===== src/rtl/inst_fetch.sv =====
// Instruction fetch: owns the fetch PC, drives a synchronous ROM and queues returned words in 2 entries.
// Latency: issue to InstValid is 2 cycles; a redirect in cycle t presents the target in t+3.
// Backpressure: InstReady low holds the head; issue stops once queued + in-flight reaches 2.
// Optional: define FETCH_PERF_EN to add the FetchCnt/StallCnt performance counters.
module inst_fetch #(
   parameter logic [31:0] RESET_PC = 32'h0000_0000,
   parameter int unsigned ADDR_W   = 6
) (
   input  logic              Clk,
   input  logic              Rst,
   input  logic              Redirect,
   input  logic [31:0]       RedirectPC,
   output logic              RomEn,
   output logic [ADDR_W-1:0] RomAddr,
   input  logic [31:0]       RomData,
   output logic              InstValid,
   input  logic              InstReady,
   output logic [31:0]       PC,
   output logic [31:0]       Inst
`ifdef FETCH_PERF_EN
   ,
   output logic [31:0]       FetchCnt,
   output logic [31:0]       StallCnt
`endif
);

   typedef struct packed {
      logic [31:0] pc;
      logic [31:0] inst;
   } entry_t;

   logic [31:0] fpc_q, fpc_d;
   logic        infl_q, infl_d;
   logic [31:0] infl_pc_q, infl_pc_d;
   logic [1:0]  cnt_q, cnt_d;
   entry_t      slot0_q, slot0_d;
   entry_t      slot1_q, slot1_d;

   logic        pop;
   logic        push;
   logic        issue;
   logic [2:0]  occ;
   entry_t      new_e;

   // Handshake, issue decision and next-state for PC, in-flight tracker and queue
   always_comb begin
      pop       = (cnt_q != 2'd0) & InstReady;
      push      = infl_q & ~Redirect;
      // Occupancy after this cycle's pop; issuing only when it is <= 1 keeps every push in bounds
      occ       = {1'b0, cnt_q} + {2'b00, infl_q} - {2'b00, pop};
      issue     = ~Rst & ~Redirect & (occ <= 3'd1);
      new_e     = '{pc: infl_pc_q, inst: RomData};

      fpc_d     = fpc_q;
      infl_d    = issue;
      infl_pc_d = infl_pc_q;
      cnt_d     = cnt_q;
      slot0_d   = slot0_q;
      slot1_d   = slot1_q;

      if (issue) begin
         fpc_d     = fpc_q + 32'd4;
         infl_pc_d = fpc_q;
      end

      // slot0 is always the head, so PC/Inst come straight from flops
      case ({push, pop})
         2'b10: begin
            if (cnt_q == 2'd0) slot0_d = new_e;
            else               slot1_d = new_e;
            cnt_d = cnt_q + 2'd1;
         end
         2'b01: begin
            slot0_d = slot1_q;
            cnt_d   = cnt_q - 2'd1;
         end
         2'b11: begin
            if (cnt_q == 2'd1) begin
               slot0_d = new_e;
            end else begin
               slot0_d = slot1_q;
               slot1_d = new_e;
            end
         end
         default: ;
      endcase

      // Redirect squashes queued and in-flight words; a same-cycle transfer has already been delivered
      if (Redirect) begin
         cnt_d = 2'd0;
         fpc_d = RedirectPC & 32'hFFFF_FFFC;
      end
   end

   // State registers; reset wins over redirect and drops the queue and in-flight fetch on the same edge
   always_ff @(posedge Clk) begin
      if (Rst) begin
         fpc_q     <= RESET_PC;
         infl_q    <= 1'b0;
         infl_pc_q <= RESET_PC;
         cnt_q     <= 2'd0;
         slot0_q   <= '{pc: RESET_PC, inst: 32'd0};
         slot1_q   <= '0;
      end else begin
         fpc_q     <= fpc_d;
         infl_q    <= infl_d;
         infl_pc_q <= infl_pc_d;
         cnt_q     <= cnt_d;
         slot0_q   <= slot0_d;
         slot1_q   <= slot1_d;
      end
   end

   assign RomEn     = issue;
   assign RomAddr   = fpc_q[ADDR_W+1:2];
   assign InstValid = (cnt_q != 2'd0);
   assign PC        = slot0_q.pc;
   assign Inst      = slot0_q.inst;

`ifdef FETCH_PERF_EN
   logic [31:0] fetch_cnt_q, fetch_cnt_d;
   logic [31:0] stall_cnt_q, stall_cnt_d;

   // Count delivered instructions and cycles where decode is holding off a valid instruction
   always_comb begin
      fetch_cnt_d = fetch_cnt_q;
      stall_cnt_d = stall_cnt_q;
      if (pop)                    fetch_cnt_d = fetch_cnt_q + 32'd1;
      if (InstValid & ~InstReady) stall_cnt_d = stall_cnt_q + 32'd1;
   end

   // Counter registers, wrapping naturally at 2^32
   always_ff @(posedge Clk) begin
      if (Rst) begin
         fetch_cnt_q <= 32'd0;
         stall_cnt_q <= 32'd0;
      end else begin
         fetch_cnt_q <= fetch_cnt_d;
         stall_cnt_q <= stall_cnt_d;
      end
   end

   assign FetchCnt = fetch_cnt_q;
   assign StallCnt = stall_cnt_q;
`endif

endmodule

===== config.mk =====
export PLATFORM = sky130hd
export DESIGN_NAME = inst_fetch
export DESIGN_NICKNAME = d
export VERILOG_FILES = /design/src/rtl/inst_fetch.sv
export SDC_FILE = /design/constraint.sdc
export NUM_CORES = 1
export LEC_CHECK = 0
export ABC_AREA = 1
export BUFFER_PORTS_ARGS = -buffer_cell sky130_fd_sc_hd__buf_2
export CAP_MARGIN = 5
export CORE_UTILIZATION = 40
export DETAILED_ROUTE_END_ITERATION = 8
export PLACE_DENSITY_LB_ADDON = 0.1
export SLEW_MARGIN = 5
export SYNTH_ARGS = -nofsm -noshare
export SYNTH_HDL_FRONTEND = slang
export SYNTH_SLANG_ARGS = --single-unit

===== constraint.sdc =====
create_clock -name Clk -period 4.1 [get_ports Clk]
set_clock_uncertainty 0.2 [all_clocks]
set_input_delay 0.205 -clock Clk [delete_from_list [all_inputs] [get_ports Clk]]
set_output_delay 0.205 -clock Clk [all_outputs]
set_load 0.02 [all_outputs]

==> results of run 1 <==
worst max-delay path: cells and delay by family (launching register included):
family	cells	cell delay [ps]
adders and majority gates	4	1090
buffers and inverters	8	930
and+or+nand+nor	3	590
DFF	1	340
power groups by stage:
stage          combinational, mW  clock, mW  sequential [mW]
2_1_floorplan              0.422          0             2.15
3_3_place_gp               0.683          0             2.10
3_5_place_dp               0.691          0             2.10
4_1_cts                    0.739       1.69             2.06
5_1_grt                    0.822       1.76             2.08
6_report                   0.733       1.64             2.06
per-layer routing:
metal | global-route usage (%) | vias to the layer above
met4 | 6.11 | 0
met2 | 32.3 | 151
met1 | 28.5 | 3636
met3 | 2.59 | 20
li1 | - | 4262
met5 | 0 | -
synth_stat cells, drive strengths merged:
| cell type | n |
|---|---|
| nor2 | 131 |
| a31oi | 5 |
| nand2 | 209 |
| a211oi | 16 |
| a21oi | 87 |
| buf | 63 |
| or2 | 2 |
| nand3b | 8 |
| o221ai | 62 |
| clkbuf | 23 |
| a21boi | 3 |
| nand4 | 9 |
| o211ai | 2 |
| nand3 | 110 |
| dfxtp | 187 |
| o21ai | 88 |
| inv | 198 |
| xor2 | 4 |
| fa | 1 |
| ha | 8 |
| conb | 1 |
| xnor2 | 3 |
| o21bai | 1 |
through the flow:
stage	setup WS, ps	total power [mW]	cell area, sq um	std cells	util, %
after floorplan	891	2.58	8750	1222	-
after global placement	706	2.78	9520	1559	44.9
after detailed placement	651	2.79	9520	1559	44.9
after CTS	256	4.49	10700	1653	50.5
after global routing	57.2	4.66	10700	1653	50.5
final	312	4.44	10700	1653	50.5
worst max-delay path by stage:
stage               startpoint         to  slack, ps  depth (start not counted)
floorplan             cnt_q[1]  fpc_q[12]        890                         18
CTS                   cnt_q[1]      RomEn        260                         15
global placement      cnt_q[1]  fpc_q[27]        710                         19
detailed placement    cnt_q[1]  fpc_q[27]        650                         19
finish                cnt_q[1]      RomEn        310                         15
global route          cnt_q[1]      RomEn         60                         15
final cells by class:
class                      count  area [sq um]  share of cell area, %
timing repair buffer         210          1470                   13.7
sequential                   187          3740                   34.9
multi-input combinational    751          3840                   35.8
tap                          275           344                   3.21
inverter                     198           746                   6.95
clock buffer                  17           425                   3.97
clock inverter                15           156                   1.46
repair_timing:
action,CTS,global route
endpoints found under the hold margin,93,0
hold buffers,62,0
gates resized for setup,0,0
state kept, by name (all words and copies together), names as in the netlist:
name       cells
PC            30
slot1_q       62
infl_q         1
cnt_q          2
Inst          32
fpc_q         30
infl_pc_q     30
cells by family after synthesis:
family / after synthesis / share of synthesized area [%]
other: 1 / 0.0429
XOR/XNOR: 7 / 0.701
adder cells (fa/ha/maj): 9 / 1.37
buffers and inverters: 284 / 13.5
AO/OA/AOI/OAI: 264 / 18.6
flip-flops: 187 / 42.8
AND/OR/NAND/NOR: 469 / 23.0
==> metrics.txt, run 1 <==
WHS Path Cells=3; post-synthesis sequential area ratio=42.8%; RR Startpoint=cnt_q[1]; die height=150 um; internal power=between 3 and 4 mW; HPWL Detailed=14.2 mm; die area=between 20,000 and 25,000 sq um; number of global-route vias before repair=about 7,200; Detailed Route WL=22.5 mm; met1 WL=around 11 mm; Psw=1.33 mW; Max Cap Viol=0; Final setup viols=0; Fillers=2,159; syn avg cell area=a little over 7 sq um; Hold Slack=between 90 and 100 ps; warnings from Yosys=0; Max-slew headroom=approximately 40%; CTS Buffer Depth=2; switching part of the total=30.0%; Critical Path AT=~3400 ps; top sig layer=met4; hold_sp=Rst; path type of the worst setup path=register to output pin; CTS Root Buffer Type=clkbuf_16; gr ovfl total=0; critical path's slowest cell=fa_1; Req. time, crit path=~3700 ps; ratio of cells with drive above 1 in the final layout=14.8%; Die Width=roughly 150 um; FP Rows=between 50 and 60; Top Ports=140; DRC=0; Setup crit start kind=register; fin crit period=roughly 3800 ps; Leakage=around 5.0 nW; clk slew on worst S/H paths=approximately 70 ps; slowest stage delay, CP=approximately 470 ps; post-synth cell types=33; Worst-Skew Late Latency=~430 ps; Seq pwr share=between 40% and 50%; CP Capture Type=output pin; diodes inserted=0; Pins Over Slew Limit=0; worst reg2reg setup slack=approximately 670 ps; Core Region=around 21,000 sq um; Worst Max-Slew Pin Slew=roughly 900 ps; Synth Cell Area=approximately 9000 sq um; FF-to-FF End=fpc_q[10]; largest net degree at the start of global routing=96; largest vdd supply drop=~0.26 mV; H-tree depth=4; Routed Antenna Nets=0; Area Growth Syn to Fin=22.7%; Tcrit/Tclk final=92.4%; CP max FO=34; initial drt markers=502; initial antenna violation count=0; DR WL/cell=13.6 um; Via density=4.88; Fmax achieved=about 260 MHz; clock network power share=approximately 37%; pwr dens=414 nW/um^2; input/output buffers=approximately 140; Post CTS Setup Buffer Count=0; most common cell after layout, fill and taps aside=nand2_1; Sink Count=187; Worst R2R Path Depth=19; met3 WL post-DR=806 um; Mapped Cells=between 1,000 and 1,500; fin nets=between 1,000 and 1,500; Initial Utilization=approximately 41%; RSZ-0062 raised after global routing=no; total global-route track usage=a little over 20%; area leader, netlist=dfxtp_1; Yosys reg bits=187; first-pass GRT wire length=around 37 mm; most used cell along the critical path=inv_1; Final Wtd Congestion=about 0.81; critical-path cell list=inv_1 > ha_1 > inv_2 > nand2_1 > inv_2 > ha_1 > inv_1 > ha_1 > inv_1 > fa_1 > inv_1 > nor2_2 > nand2_4 > inv_2 > buf_2; most frequent cells in the layout=205 x nand2_1, 191 x inv_1, 187 x dfxtp_1, 135 x buf_2, 123 x nor2_1; routed wl met2=around 10 mm; path type of the worst min-delay path=input port to register; top-area cell type share of the netlist area=about 43%; vias=slightly above 8,000; CTS Buf Count=17; status=complete, no violations; Fin. Hold Viols=0; Sum Neg Setup Slack=0 ps; Synth area leaders=dfxtp_1 43%, nand2_1 8.8%, inv_1 8.2%, nand3_1 6.2%, o221ai_1 6.2%; drt pass-1 iters=4; Logic pwr share=~17%; CTS tree=built; Hold Path End=fpc_q[9]
Note: power is estimated with default switching activity, not from simulation.
==> run 2: changes to the inputs <==
--- a/config.mk
+++ b/config.mk
@@ -8,7 +8,7 @@
 export ABC_AREA = 1
 export BUFFER_PORTS_ARGS = -buffer_cell sky130_fd_sc_hd__buf_2
 export CAP_MARGIN = 5
-export CORE_UTILIZATION = 40
+export CORE_UTILIZATION = 45
 export DETAILED_ROUTE_END_ITERATION = 8
 export PLACE_DENSITY_LB_ADDON = 0.1
 export SLEW_MARGIN = 5
==> constraint.sdc (replaced) <==
create_clock -name Clk -period 4.06 [get_ports Clk]
set_clock_uncertainty 0.2 [all_clocks]
set_input_delay 0.203 -clock Clk [delete_from_list [all_inputs] [get_ports Clk]]
set_output_delay 0.203 -clock Clk [all_outputs]
set_load 0.02 [all_outputs]
==> run 2 against run 1 <==
  * Critical path depth unchanged
  * Sequential share of layout area increased by 0.090 points
  * Final cell count decreased by 0.91%
  * Non-clock buffer count increased by 2
  * First-iteration DRC count increased by 9.2%
  * Flip-flop and latch count unchanged
  * Critical endpoint unchanged
  * Clock power increased by 4%
  * Combinational power increased by 0.5%
  * Via count increased by 1.7%
  * Register-to-register slack got worse by 90 ps
  * Design area decreased by 0.26%
==> metrics.txt, run 2 (synthesized netlist as in run 1, its figures left out) <==
status=complete, no violations; initial drt markers=~550; pwr dens=422 nW/um^2; FP Rows=50; Routed Antenna Nets=0; largest net degree at the start of global routing=between 100 and 150; Sink Count=187; Pins Over Slew Limit=0; worst reg2reg setup slack=a little under 600 ps; DR WL/cell=13.6 um; CTS Buffer Depth=2; Req. time, crit path=~3700 ps; Die Width=between 100 and 150 um; H-tree depth=4; Top Ports=between 100 and 150; Fmax achieved=263 MHz; Fin. Hold Viols=0; Initial Utilization=46.3%; critical path's slowest cell=fa_1; Tcrit/Tclk final=approximately 94%; Sum Neg Setup Slack=0 ps; CP Capture Type=output pin; die area=between 15,000 and 20,000 sq um; drt pass-1 iters=7; critical-path cell list=inv_1 > ha_1 > inv_2 > nand2_1 > inv_2 > ha_1 > inv_1 > ha_1 > inv_1 > fa_1 > inv_1 > nor2_2 > nand2_4 > inv_2 > buf_2; clk slew on worst S/H paths=60 ps; largest reg by FF count=slot1_q; CTS tree=built; Post CTS Setup Buffer Count=0; CTS Buf Count=17; first-pass GRT wire length=roughly 37 mm; Worst-Skew Late Latency=430 ps; Core Region=18,900 sq um; WHS Path Cells=4; most frequent cells in the layout=205 x nand2_1, 191 x inv_1, 187 x dfxtp_1, 135 x buf_2, 123 x nor2_1; fin crit period=3810 ps; number of global-route vias before repair=roughly 7,300; Final setup viols=0; dpl cell area=about 9500 sq um; Max-slew headroom=27.4%; most used cell along the critical path=inv_1; Post-CTS Resized=0; total global-route track usage=between 20 and 25%; vias=8,204; diodes inserted=0; ratio of cells with drive above 1 in the final layout=14.8%; CP max FO=31; RSZ-0062 raised after global routing=no; input/output buffers=around 140; Max Cap Viol=0; gr ovfl total=0; CTS Root Buffer Type=clkbuf_16; Final Wtd Congestion=0.833; Critical Path AT=3400 ps; fin nets=between 1,000 and 1,500; path type of the worst setup path=register to output pin; post-route cell area=between 10,000 and 15,000 sq um; die height=approximately 140 um; HPWL Detailed=13.7 mm; max reg flops=62; Hold Slack=slightly above 30 ps; total power=about 4.5 mW; path type of the worst min-delay path=input port to register; Detailed Route WL=about 22 mm; most common cell after layout, fill and taps aside=nand2_1; slowest stage delay, CP=~470 ps; Worst Max-Slew Pin Slew=between 1000 and 1500 ps; largest vdd supply drop=0.287 mV; DRC=0; Setup crit start kind=register; Worst R2R Path Depth=19; initial antenna violation count=0; Via density=~5; Leakage=roughly 5.0 nW; hold buffers post-CTS=61; Area Growth Syn to Fin=22.4%
## run 2: per-stage QoR
stage | cells | utilization, % | setup slack (ps)
after floorplan | 1222 | - | 851
after global placement | 1547 | 50.2 | 629
after detailed placement | 1547 | 50.2 | 598
after CTS | 1638 | 56.6 | 230
after global routing | 1638 | 56.6 | 10.1
final | 1638 | 56.6 | 253
## run 2: cell type report
| cell class | instances | area (sq um) |
|---|---|---|
| Fill cell | 1873 | 8190 |
| Multi-Input combinational cell | 751 | 3840 |
| Sequential cell | 187 | 3740 |
| Timing Repair Buffer | 212 | 1440 |
| Inverter | 198 | 746 |
| Clock buffer | 20 | 457 |
| Tap cell | 260 | 325 |
| Clock inverter | 10 | 141 |
## run 2: worst paths after layout
check,end,from
setup / recovery,RomEn,cnt_q[1]
hold / removal,fpc_q[17],RedirectPC[17]
setup reg to reg,fpc_q[25],cnt_q[1]
hold reg to reg,infl_pc_q[18],infl_pc_q[18]
## run 2: layer usage
layer / track usage, % / wire length, um / vias to the layer above
met3: 3.61 / 770 / 10
met5: 0 / 0 / -
li1: - / - / 4277
met2: 36.4 / 10100 / 186
met1: 32.0 / 11300 / 3731
met4: 5.89 / 163 / 0
## run 2: power breakdown
| group | total, mW | internal [mW] | switching, mW |
|---|---|---|---|
| Clock | 1.70 | 0.999 | 0.705 |
| Combinational | 0.737 | 0.275 | 0.462 |
| Sequential | 2.08 | 1.99 | 0.0914 |
## run 2: critical path: cells and delay by family (launching register included)
| kind | cells | cell delay [ps] |
|---|---|---|
| simple gates | 3 | 580 |
| fa+ha+maj | 4 | 1090 |
| buf+inv | 8 | 960 |
| flops | 1 | 340 |
==> run 3: changes to the inputs <==
--- a/config.mk
+++ b/config.mk
@@ -11,6 +11,7 @@
 export CORE_UTILIZATION = 45
 export DETAILED_ROUTE_END_ITERATION = 8
 export PLACE_DENSITY_LB_ADDON = 0.1
+export RECOVER_POWER = 25
 export SLEW_MARGIN = 5
 export SYNTH_ARGS = -nofsm -noshare
 export SYNTH_HDL_FRONTEND = slang
==> run 3 against run 2 <==
  * Global-route usage unchanged
  * Setup slack improved by 3.6 ps
  * Fmax about the same
  * Core utilization decreased by 0.42 points
  * Critical path depth unchanged
  * Worst hold slack improved by 5.1 ps
  * Clock power about the same
  * First-iteration DRC count decreased by 0.73%
  * Critical path type unchanged
  * Critical endpoint unchanged
==> metrics.txt, run 3 (synthesized netlist as in run 1, its figures left out) <==
Initial Utilization=about 46%; initial antenna violation count=0; gr ovfl total=0; Routed Antenna Nets=0; Area Growth Syn to Fin=21.5%; largest reg by FF count=slot1_q; most common cell after layout, fill and taps aside=nand2_1; die area=~20,000 sq um; Critical Path AT=between 3000 and 4000 ps; Tcrit/Tclk final=between 90% and 100%; fin nets=between 1,000 and 1,500; DRC=0; Pins Over Slew Limit=0; WHS Path Cells=4; Final Wtd Congestion=0.833; H-tree depth=4; Sink Count=187; largest net degree at the start of global routing=~120; Req. time, crit path=about 3700 ps; Setup crit start=cnt_q[1]; Worst R2R Path Depth=19; Sum Neg Setup Slack=0 ps; largest vdd supply drop=roughly 0.29 mV; CTS Buf Count=17; dpl ws=between 500 and 600 ps; Max Cap Viol=0; CTS Root Buffer Type=clkbuf_16; most frequent cells in the layout=205 x nand2_1, 191 x inv_1, 187 x dfxtp_1, 123 x nor2_1, 109 x nand3_1; CP max FO=31; number of global-route vias before repair=between 7,000 and 8,000; Hold Slack=35.4 ps; Fillers=1,903; CTS tree=built; Final WS setup=257 ps; total global-route track usage=a little under a quarter; max reg flops=a little over 60; drt pass-1 iters=5; Inst Count DP=1,547; Top Ports=140; RSZ-0062 raised after global routing=no; fin crit period=between 3000 and 4000 ps; vias=8,202; end point of the critical path=RomEn; worst reg2reg setup slack=slightly below 600 ps; fin cells=approximately 1,600; Post CTS Setup Buffer Count=0; Worst Max-Slew Pin Slew=about 1100 ps; input/output buffers=between 100 and 150; path type of the worst min-delay path=input port to register; Detailed Route WL=22.3 mm; Die Width=around 140 um; Setup crit start kind=register; pwr dens=about 420 nW/um^2; status=complete, no violations; HPWL Detailed=13.7 mm; CTS Buffer Depth=2; first-pass GRT wire length=about 37 mm; RR Startpoint=cnt_q[1]; FP Rows=50; diodes inserted=0; initial drt markers=between 500 and 600; Final setup viols=0; Fmax achieved=263 MHz; DR WL/cell=13.6 um; CP Capture Type=output pin; area occupied by multi-input gates=between 3000 and 4000 sq um; Max-slew headroom=26.5%; Worst-Skew Late Latency=430 ps; FF-to-FF End=fpc_q[25]; Via density=5.01; sequential cell area=3740 sq um; Fin. Hold Viols=0; Core Region=approximately 19,000 sq um; path type of the worst setup path=register to output pin; ratio of cells with drive above 1 in the final layout=approximately a tenth; Leakage=about 4.8 nW; die height=141 um; clk slew on worst S/H paths=approximately 60 ps
==> run 3: changes by cell type in the layout (fill, tap and decap cells not counted) <==
| cell | before | now |
|---|---|---|
| clkbuf_1 | 1 | 65 |
| buf_2 | 135 | 71 |
==> run 3: worst min-delay path by stage <==
stage | startpoint | end | slack, ps
after floorplan | RomData[0] | slot1_q[0] | 150
after global placement | RomData[20] | slot1_q[20] | 260
after detailed placement | RomData[31] | slot1_q[31] | 260
after CTS | RedirectPC[17] | fpc_q[17] | 0.4
after global routing | RedirectPC[17] | fpc_q[17] | 50
final | RedirectPC[17] | fpc_q[17] | 40
==> run 3: critical path, stage by stage (launching register included) <==
cell	delay (ps)
dfxtp_1	340
inv_1	120
ha_1	220
inv_2	40
nand2_1	210
inv_2	80
ha_1	270
inv_1	60
ha_1	130
inv_1	50
fa_1	470
inv_1	40
nor2_2	130
nand2_4	230
inv_2	330
buf_2	230
==> run 3: final cells by class <==
cell class | instances | area share (%)
Multi-Input combinational cell | 751 | 36.2
Sequential cell | 187 | 35.3
Timing Repair Buffer | 212 | 12.8
Inverter | 198 | 7.02
Clock buffer | 20 | 4.30
Tap cell | 260 | 3.06
Clock inverter | 10 | 1.33
==> run 3: per-stage QoR <==
stage / power (mW) / area [sq um] / utilization, %
CTS: 4.56 / 10700 / 56.6
global route: 4.73 / 10600 / 56.2
global placement: 2.80 / 9490 / 50.2
detailed placement: 2.81 / 9490 / 50.2
floorplan: 2.60 / 8750 / -
finish: 4.50 / 10600 / 56.2
==> run 3: report_power, final <==
part           total (mW)  switching (mW)  internal (mW)
Clock                1.70           0.704          0.999
Sequential           2.08          0.0937           1.99
Combinational       0.720           0.463          0.257
==> run 3: timing repair <==
| action | 4_1_cts | 5_1_grt |
|---|---|---|
| hold endpoints to repair | 89 | 0 |
| gates resized for setup | 0 | 0 |
| hold buffers | 61 | 0 |
==> run 3: per-layer routing <==
metal  vias up  wire length [um]  GRT usage, %
met3        10               851          3.61
li1       4274                 -             -
met5         -                 0             0
met1      3728             11300          32.0
met4         0               163          5.89
met2       190             10000          36.4
